`src/rtl/uart_pkg.sv`:
```
// Shared definitions for the ThinPad UART controller: state codes, default
// register addresses and status-word bit positions.
package uart_pkg;

  localparam logic [15:0] DEF_DATA_ADDR = 16'hBF00;
  localparam logic [15:0] DEF_STAT_ADDR = 16'hBF01;

  localparam int STAT_TX_RDY_BIT = 0;
  localparam int STAT_RX_RDY_BIT = 1;

  localparam logic [3:0] ST_IDLE      = 4'd0;
  localparam logic [3:0] ST_RD_LOW    = 4'd1;
  localparam logic [3:0] ST_RD_CAP    = 4'd2;
  localparam logic [3:0] ST_WR_SETUP  = 4'd3;
  localparam logic [3:0] ST_WR_LOW    = 4'd4;
  localparam logic [3:0] ST_WR_HIGH   = 4'd5;
  localparam logic [3:0] ST_WAIT_TBRE = 4'd6;
  localparam logic [3:0] ST_WAIT_TSRE = 4'd7;
  localparam logic [3:0] ST_DONE      = 4'd8;

  typedef enum logic [3:0] {
    S_IDLE      = ST_IDLE,
    S_RD_LOW    = ST_RD_LOW,
    S_RD_CAP    = ST_RD_CAP,
    S_WR_SETUP  = ST_WR_SETUP,
    S_WR_LOW    = ST_WR_LOW,
    S_WR_HIGH   = ST_WR_HIGH,
    S_WAIT_TBRE = ST_WAIT_TBRE,
    S_WAIT_TSRE = ST_WAIT_TSRE,
    S_DONE      = ST_DONE
  } uart_state_e;

  function automatic logic [15:0] status_word(input logic rx_rdy, input logic tx_rdy);
    logic [15:0] w_word;
    w_word = '0;
    w_word[STAT_RX_RDY_BIT] = rx_rdy;
    w_word[STAT_TX_RDY_BIT] = tx_rdy;
    return w_word;
  endfunction

endpackage

```
`src/rtl/uart_wait_timer.sv`:
```
// Wait-state counter: clears on i_clr, counts on i_inc, and flags the cycle
// in which the count would reach LIMIT.
module uart_wait_timer #(
  parameter int unsigned LIMIT = 1023
) (
  input  logic clk,
  input  logic rst,
  input  logic i_clr,
  input  logic i_inc,
  output logic o_term
);

  localparam int W = (LIMIT < 2) ? 1 : $clog2(LIMIT + 1);

  logic [W-1:0] r_count;

  always_ff @(posedge clk) begin
    if (!rst) begin
      r_count <= '0;
    end else if (i_clr) begin
      r_count <= '0;
    end else if (i_inc && (r_count != W'(LIMIT))) begin
      r_count <= r_count + 1'b1;
    end
  end

  // Terminal in the wait cycle whose increment lands on LIMIT.
  assign o_term = i_inc && (r_count == W'(LIMIT - 1));

endmodule

```
`src/rtl/uart_ctrl.sv`:
```
// ThinPad memory-stage UART controller: address decode, rdn/wrn handshake and
// no_stop pipeline stall. Define UART_TIMEOUT_EN to bound the transmit waits.
module uart_ctrl
  import uart_pkg::*;
#(
  parameter logic [15:0] DATA_ADDR      = DEF_DATA_ADDR,
  parameter logic [15:0] STAT_ADDR      = DEF_STAT_ADDR,
  parameter int unsigned TIMEOUT_CYCLES = 1023
) (
  input  logic        clk,
  input  logic        rst,
  input  logic [15:0] addr,
  input  logic [15:0] wdata,
  input  logic        mem_read,
  input  logic        mem_write,
  output logic        hit,
  output logic [15:0] rdata,
  output logic        no_stop,
  input  logic [7:0]  ser_data_in,
  output logic [7:0]  ser_data_out,
  output logic        ser_data_oe,
  output logic        rdn,
  output logic        wrn,
  input  logic        data_ready,
  input  logic        tbre,
  input  logic        tsre,
  output logic        timeout_err
);

  uart_state_e r_state;
  uart_state_e w_state_next;

  logic       r_rdn;
  logic       r_wrn;
  logic       r_oe;
  logic       r_no_stop;
  logic       r_is_rd;
  logic [7:0] r_out;
  logic [7:0] r_cap;

  logic w_data_hit;
  logic w_stat_hit;
  logic w_wr_req;
  logic w_rd_req;
  logic w_stat_rd;
  logic w_tmo;

  assign w_data_hit = (addr == DATA_ADDR);
  assign w_stat_hit = (addr == STAT_ADDR);
  assign hit        = w_data_hit | w_stat_hit;

  // A simultaneous read and write on a serial address is a write.
  assign w_wr_req  = mem_write & w_data_hit;
  assign w_rd_req  = mem_read & ~mem_write & w_data_hit;
  assign w_stat_rd = mem_read & ~mem_write & w_stat_hit;

`ifdef UART_TIMEOUT_EN
  logic w_tmr_clr;
  logic w_tmr_inc;
  logic w_set_err;
  logic r_timeout_err;

  assign w_tmr_clr = (r_state == S_WR_HIGH);
  assign w_tmr_inc = (r_state == S_WAIT_TBRE) | (r_state == S_WAIT_TSRE);

  uart_wait_timer #(
    .LIMIT (TIMEOUT_CYCLES)
  ) u_wait_timer (
    .clk    (clk),
    .rst    (rst),
    .i_clr  (w_tmr_clr),
    .i_inc  (w_tmr_inc),
    .o_term (w_tmo)
  );

  // A handshake completing on the terminal cycle still counts as success.
  assign w_set_err = w_tmo & (((r_state == S_WAIT_TBRE) & ~tbre) |
                              ((r_state == S_WAIT_TSRE) & ~tsre));

  always_ff @(posedge clk) begin
    if (!rst) begin
      r_timeout_err <= 1'b0;
    end else if (w_set_err) begin
      r_timeout_err <= 1'b1;
    end
  end

  assign timeout_err = r_timeout_err;
`else
  assign w_tmo       = 1'b0;
  assign timeout_err = 1'b0;
`endif

  always_comb begin
    w_state_next = r_state;
    case (r_state)
      S_IDLE: begin
        if (w_wr_req) begin
          w_state_next = S_WR_SETUP;
        end else if (w_rd_req) begin
          w_state_next = S_RD_LOW;
        end
      end
      S_RD_LOW:   w_state_next = S_RD_CAP;
      S_RD_CAP:   w_state_next = S_DONE;
      S_WR_SETUP: w_state_next = S_WR_LOW;
      S_WR_LOW:   w_state_next = S_WR_HIGH;
      S_WR_HIGH:  w_state_next = S_WAIT_TBRE;
      S_WAIT_TBRE: begin
        if (tbre) begin
          w_state_next = S_WAIT_TSRE;
        end else if (w_tmo) begin
          w_state_next = S_DONE;
        end
      end
      S_WAIT_TSRE: begin
        if (tsre || w_tmo) begin
          w_state_next = S_DONE;
        end
      end
      S_DONE:  w_state_next = S_IDLE;
      default: w_state_next = S_IDLE;
    endcase
  end

  always_ff @(posedge clk) begin
    if (!rst) begin
      r_state <= S_IDLE;
    end else begin
      r_state <= w_state_next;
    end
  end

  // Strobes and stall are registered from the next state so they only move on edges.
  always_ff @(posedge clk) begin
    if (!rst) begin
      r_rdn     <= 1'b1;
      r_wrn     <= 1'b1;
      r_oe      <= 1'b0;
      r_no_stop <= 1'b1;
      r_out     <= 8'h00;
      r_cap     <= 8'h00;
      r_is_rd   <= 1'b0;
    end else begin
      r_rdn     <= ~((w_state_next == S_RD_LOW) | (w_state_next == S_RD_CAP));
      r_wrn     <= ~(w_state_next == S_WR_LOW);
      r_oe      <= (w_state_next == S_WR_SETUP) | (w_state_next == S_WR_LOW) |
                   (w_state_next == S_WR_HIGH);
      r_no_stop <= (w_state_next == S_IDLE) | (w_state_next == S_DONE);
      if ((r_state == S_IDLE) && (w_state_next == S_WR_SETUP)) begin
        r_out <= wdata[7:0];
      end
      if (r_state == S_RD_CAP) begin
        r_cap <= ser_data_in;
      end
      if (r_state == S_IDLE) begin
        r_is_rd <= (w_state_next == S_RD_LOW);
      end
    end
  end

  always_comb begin
    rdata = '0;
    if (w_stat_rd) begin
      rdata = status_word(data_ready, tbre & tsre & (r_state == S_IDLE));
    end else if ((r_state == S_DONE) && r_is_rd) begin
      rdata = {8'h00, r_cap};
    end
  end

  assign rdn          = r_rdn;
  assign wrn          = r_wrn;
  assign ser_data_oe  = r_oe;
  assign ser_data_out = r_out;
  assign no_stop      = r_no_stop;

endmodule

```
`config.mk`:
```
export PLATFORM = sky130hd
export DESIGN_NAME = uart_ctrl
export DESIGN_NICKNAME = d
export VERILOG_FILES = /design/src/rtl/uart_pkg.sv /design/src/rtl/uart_wait_timer.sv /design/src/rtl/uart_ctrl.sv
export SDC_FILE = /design/constraint.sdc
export NUM_CORES = 1
export LEC_CHECK = 0
export ABC_AREA = 1
export BUFFER_PORTS_ARGS = -buffer_cell sky130_fd_sc_hd__buf_2
export CAP_MARGIN = 5
export CORE_AREA = 3 3 64 54
export DETAILED_ROUTE_END_ITERATION = 12
export DIE_AREA = 0 0 67 57
export PLACE_DENSITY = 0.84
export SLEW_MARGIN = 20
export SYNTH_ARGS = -nofsm -noshare
export SYNTH_HDL_FRONTEND = slang
export SYNTH_SLANG_ARGS = --single-unit
```
`constraint.sdc`:
```
create_clock -name clk -period 2.03 [get_ports clk]
set_input_delay 0.1015 -clock clk [delete_from_list [all_inputs] [get_ports clk]]
set_output_delay 0.1015 -clock clk [all_outputs]
set_load 0.02 [all_outputs]
```
## Word level (Yosys, flattened, before mapping)

Index checks and enable logic that the tools add are counted.

- Equal/unequal tests: 16
- Muxes and demuxes: 7
- Bitwise gates (word level): 14
- Reduce and logical (&&, ||, !) cells: 4

Operator list:

| cell | number |
|---|---|
| == test 16 bit (second input constant) | 2 |
| one-hot mux 4 bit (8 select lines) | 1 |
| == test 4 x 3 -> 1 bit (second input constant) | 6 |
| == test 4 x 2 -> 1 bit (second input constant) | 4 |
| 2-to-1 mux 4 bit | 4 |
| 2-to-1 mux 8 bit | 2 |
| == test 4 x 1 -> 1 bit (second input constant) | 2 |
| == test 4 bit (second input constant) | 2 |
| zero test 4 bit | 2 |
| bitwise AND 1 bit | 6 |
| OR 1 bit | 5 |
| NOT 1 bit | 3 |
| logical AND 1 bit | 2 |

- Bits in registers: 25
- Input bits: 47
- Output and inout port bits: 30
- Logic and storage cells: 49

## Depth between registers and ports, before layout

- Depth in word-level cells: 9
- Mapped depth: 12
- Depth with buffers taken out: 11

## Least setup slack after synthesis

OpenSTA, ideal clock, no wires.

- Path type: register -> output
- Start: register r_state[1]
- End: output port rdata[0]
- Arrival time: 1.498 ns
- Data required time: 1.929 ns
- Path slack: 0.431 ns
- Cell stages (with the launch flop): 6
- Buffers on the path: 0
- Cell sequence: dfxtp_1 -> nor2_2 -> inv_2 -> nor2_4 -> inv_1 -> o41ai_1

- Cells in the longest elaborated chain, start to end: 4
- Elaborated cells on any way between the ends: 6
- Classes of those cells: eq/ne: 1; mux: 2; bitwise: 1; reduce/logical: 2

Ends and longest elaborated chain:

| what | line | RTL |
|---|---|---|
| start, declared | uart_ctrl.sv:30 | `uart_state_e r_state;` |
| start signal, assigned | uart_ctrl.sv:130 | `r_state <= w_state_next;` |
| == test 4 bit | uart_ctrl.sv:166 | `end else if ((r_state == S_DONE) && r_is_rd) begin` |
| logical AND 1 bit | uart_ctrl.sv:166 |  |
| 2-to-1 mux 8 bit | uart_ctrl.sv:166 |  |
| 2-to-1 mux 8 bit (*) | uart_ctrl.sv:164 | `if (w_stat_rd) begin` |
| end, declared | uart_ctrl.sv:17 | `output logic [15:0] rdata,` |

Mark *: on every way between the ends. The rest lies on a longest branch, timed or not.

## Final worst setup path

Ends and elaborated chain as after synthesis.

==> out/results.tsv <==
metric	value	unit
warnings from Yosys	0	
Area growth syn-to-layout	26.8	%
final core area utilization	0.577	
final hold vios	0	
Setup-failing EPs final	0	
Synth area leaders	dfxtp_1 (39%), nor2_1 (13%), inv_1 (6.5%)	
Compound-Gate Fraction of Synth Area	0.118	
vias in the first global route	1121	
Clock Pin Slew Worst Setup and Hold Paths	90	ps
Worst-Skew Late Latency	270	ps
status	complete, no violations	
R2R cell count	9	
Fill cells	285	
Row Count	17	
CTS Buf Count	3	
f_max	0.556	GHz
unrepaired setup endpoints after global routing	no	
Routed Wire Length	2800	um
Worst Path Max Fanout	5	
final setup TNS	0	ps
number of H-tree levels	1	
synthesis-stage register bit count	25	
Die ar.	0.00382	mm^2
I/O Buffers	59	
leakage	0.878	nW
synth unique cells	27	
Post-DP HPWL	2230	um
Tcrit/Tclk final	0.886	
routed vias	1284	
Mapped Cells	181	
first-pass GRT wire length	4610	um
total grt overflow	0	
worst r2r src	r_state[1]	
Req. time, crit path	1930	ps
largest area contributor in the netlist	dfxtp_1	
CTS root buffer	clkbuf_8	
# IOs	77	
layout cell share with drive strength beyond 1	0.357	
Mean Syn Cell Area	7.06	um^2
Worst Hold Launch	ser_data_in[0]	
WS Path Type	register to output port	
MaxCap Viol Count	0	
mux share of post-synthesis cell area	0	
GPL Wtd Cong	0.927	
Startpoint Class	register	
Die Height	57	um
CP Capture Type	output port	
initial antenna violation count	0	
Final nets	289	
post-synthesis adder-cell area fraction	0	
routed len/inst	10.0	um
pwr/cell area	528	mW/mm^2
Antenna Violating Nets Remaining	0	
Post-Syn Area	0.00128	mm^2
1st-iter DRT viols	34	
Via density	4.60	
Hold Path Class	input pin to register	
core area	0.00281	mm^2
xor/xnor share of the synthesized area	0	
FF/Latch Area	500	um^2
worst endpoint data arrival time	1700	ps
CTS tree	built	
Final min period	1800	ps
clock sink count	25	
drt drc	0	
Final Power	0.000856	W
Seq/Total Area, Yosys	0.392	
simple-gate share of the synthesized area	0.341	
area occupied by multi-input gates	622	um^2
Slew Limit Fails	0	
maximum VDD drop	0.283	mV
main combinational cell family by area after synthesis	simple AND/OR/NAND/NOR gates	
Die X	67	um
largest net degree at the start of global routing	21	
clock buffer depth	2	
Critical Path Start	r_state[1]	
worst hold slack	54.9	ps
Final Skew	4.03	ps
Synth top area share	0.392	
antenna cell count	0	
global router's overall resource usage	0.153	
hold depth	3	
Initial Util	0.455	
DRT Pass-1 Iters	4	
## layout make-up
| class | count | area share |
|---|---|---|
| multi-input cells | 125 | 0.384 |
| flip-flops and latches | 25 | 0.309 |
| repair buffers | 60 | 0.187 |
| inverters | 27 | 0.0625 |
| well taps | 38 | 0.0293 |
| clock buffers | 3 | 0.0255 |
| clock inverters | 1 | 0.00309 |
## routing by layer
metal / GRT usage / wire length, um / vias to the layer above
met4: 0.0376 / 19 / 0
met1: 0.201 / 1220 / 554
met5: 0 / 0 / -
li1: - / - / 674
met3: 0.0571 / 298 / 2
met2: 0.238 / 1260 / 54
## cell families (layout without fill, tap and decap cells)
kind of cell	after synthesis	count (layout)
AND/OR/NAND/NOR	90	90
flip-flops	25	25
buffers and inverters	39	91
AO/OA/AOI/OAI	26	26
other	1	9
## report_power, final
part	total, W	switching, W	leakage [nW]	internal, W
logic	0.0000767	0.0000438	0.652	0.0000329
clock network	0.000289	0.000152	0.0255	0.000137
registers	0.000490	0.00000000708	0.201	0.000490
total	0.000856	0.000196	0.878	0.000660
## critical path, cell delays in order, from the launching register on
cell and delay, ps:
dfxtp_1 360, nor2_2 160, inv_2 80, nor2_4 140, inv_1 90, o41ai_1 350, buf_2 230
## final timing paths
path | endpoint | slack (ps)
hold / removal | r_cap[0] | 50
setup / recovery | rdata[0] | 230
hold reg to reg | ser_data_out[6] | 480
setup reg to reg | ser_data_oe | 570
## stage by stage
step	instance area, um^2	setup WS, ps	instances
floorplan	1310	431	189
global placement	1570	526	275
detailed placement	1570	488	275
CTS	1620	177	279
global route	1620	139	279
finish	1620	232	279
## cell usage after synthesis
cell        n
nand2_2     4
nor3_1      5
o2111ai_1   1
nor2_2      4
o21ai_0    10
dfxtp_1    25
buf_4       9
buf_6       1
nor2_4      3
inv_2       5
o21ai_1     8
o21a_1      1
nand2_1    15
nor2_1     43
inv_1      22
nand4_4     1
nand3_1    12
a211oi_1    1
nand3b_1    1
a21oi_2     2
nor3_2      1
clkbuf_1    1
buf_1       1
a21oi_1     2
conb_1      1
nand3_2     1
o41ai_1     1
## cell usage in the layout (no fill, tap or decap), drive strengths merged
| cell type | n |
|---|---|
| nand4 | 1 |
| inv | 27 |
| nor3 | 6 |
| nand3 | 13 |
| nand2 | 19 |
| clkinv | 1 |
| o21ai | 18 |
| conb | 9 |
| o21a | 1 |
| nor2 | 50 |
| nand3b | 1 |
| dfxtp | 25 |
| o41ai | 1 |
| a21oi | 4 |
| buf | 60 |
| a211oi | 1 |
| o2111ai | 1 |
| clkbuf | 3 |
## registers in the layout (all words and copies together) (netlist names)
| signal | cells |
|---|---|
| no_stop | 1 |
| r_cap | 8 |
| r_is_rd | 1 |
| r_state | 4 |
| rdn | 1 |
| ser_data_oe | 1 |
| ser_data_out | 8 |
| wrn | 1 |
## what timing repair did
action                     4_1_cts  5_1_grt
gates resized for setup          0        1
hold buffers                     0        0
setup buffers                    0        0
setup endpoints to repair        0        1
No activity file was read; power rests on OpenSTA's default activity.
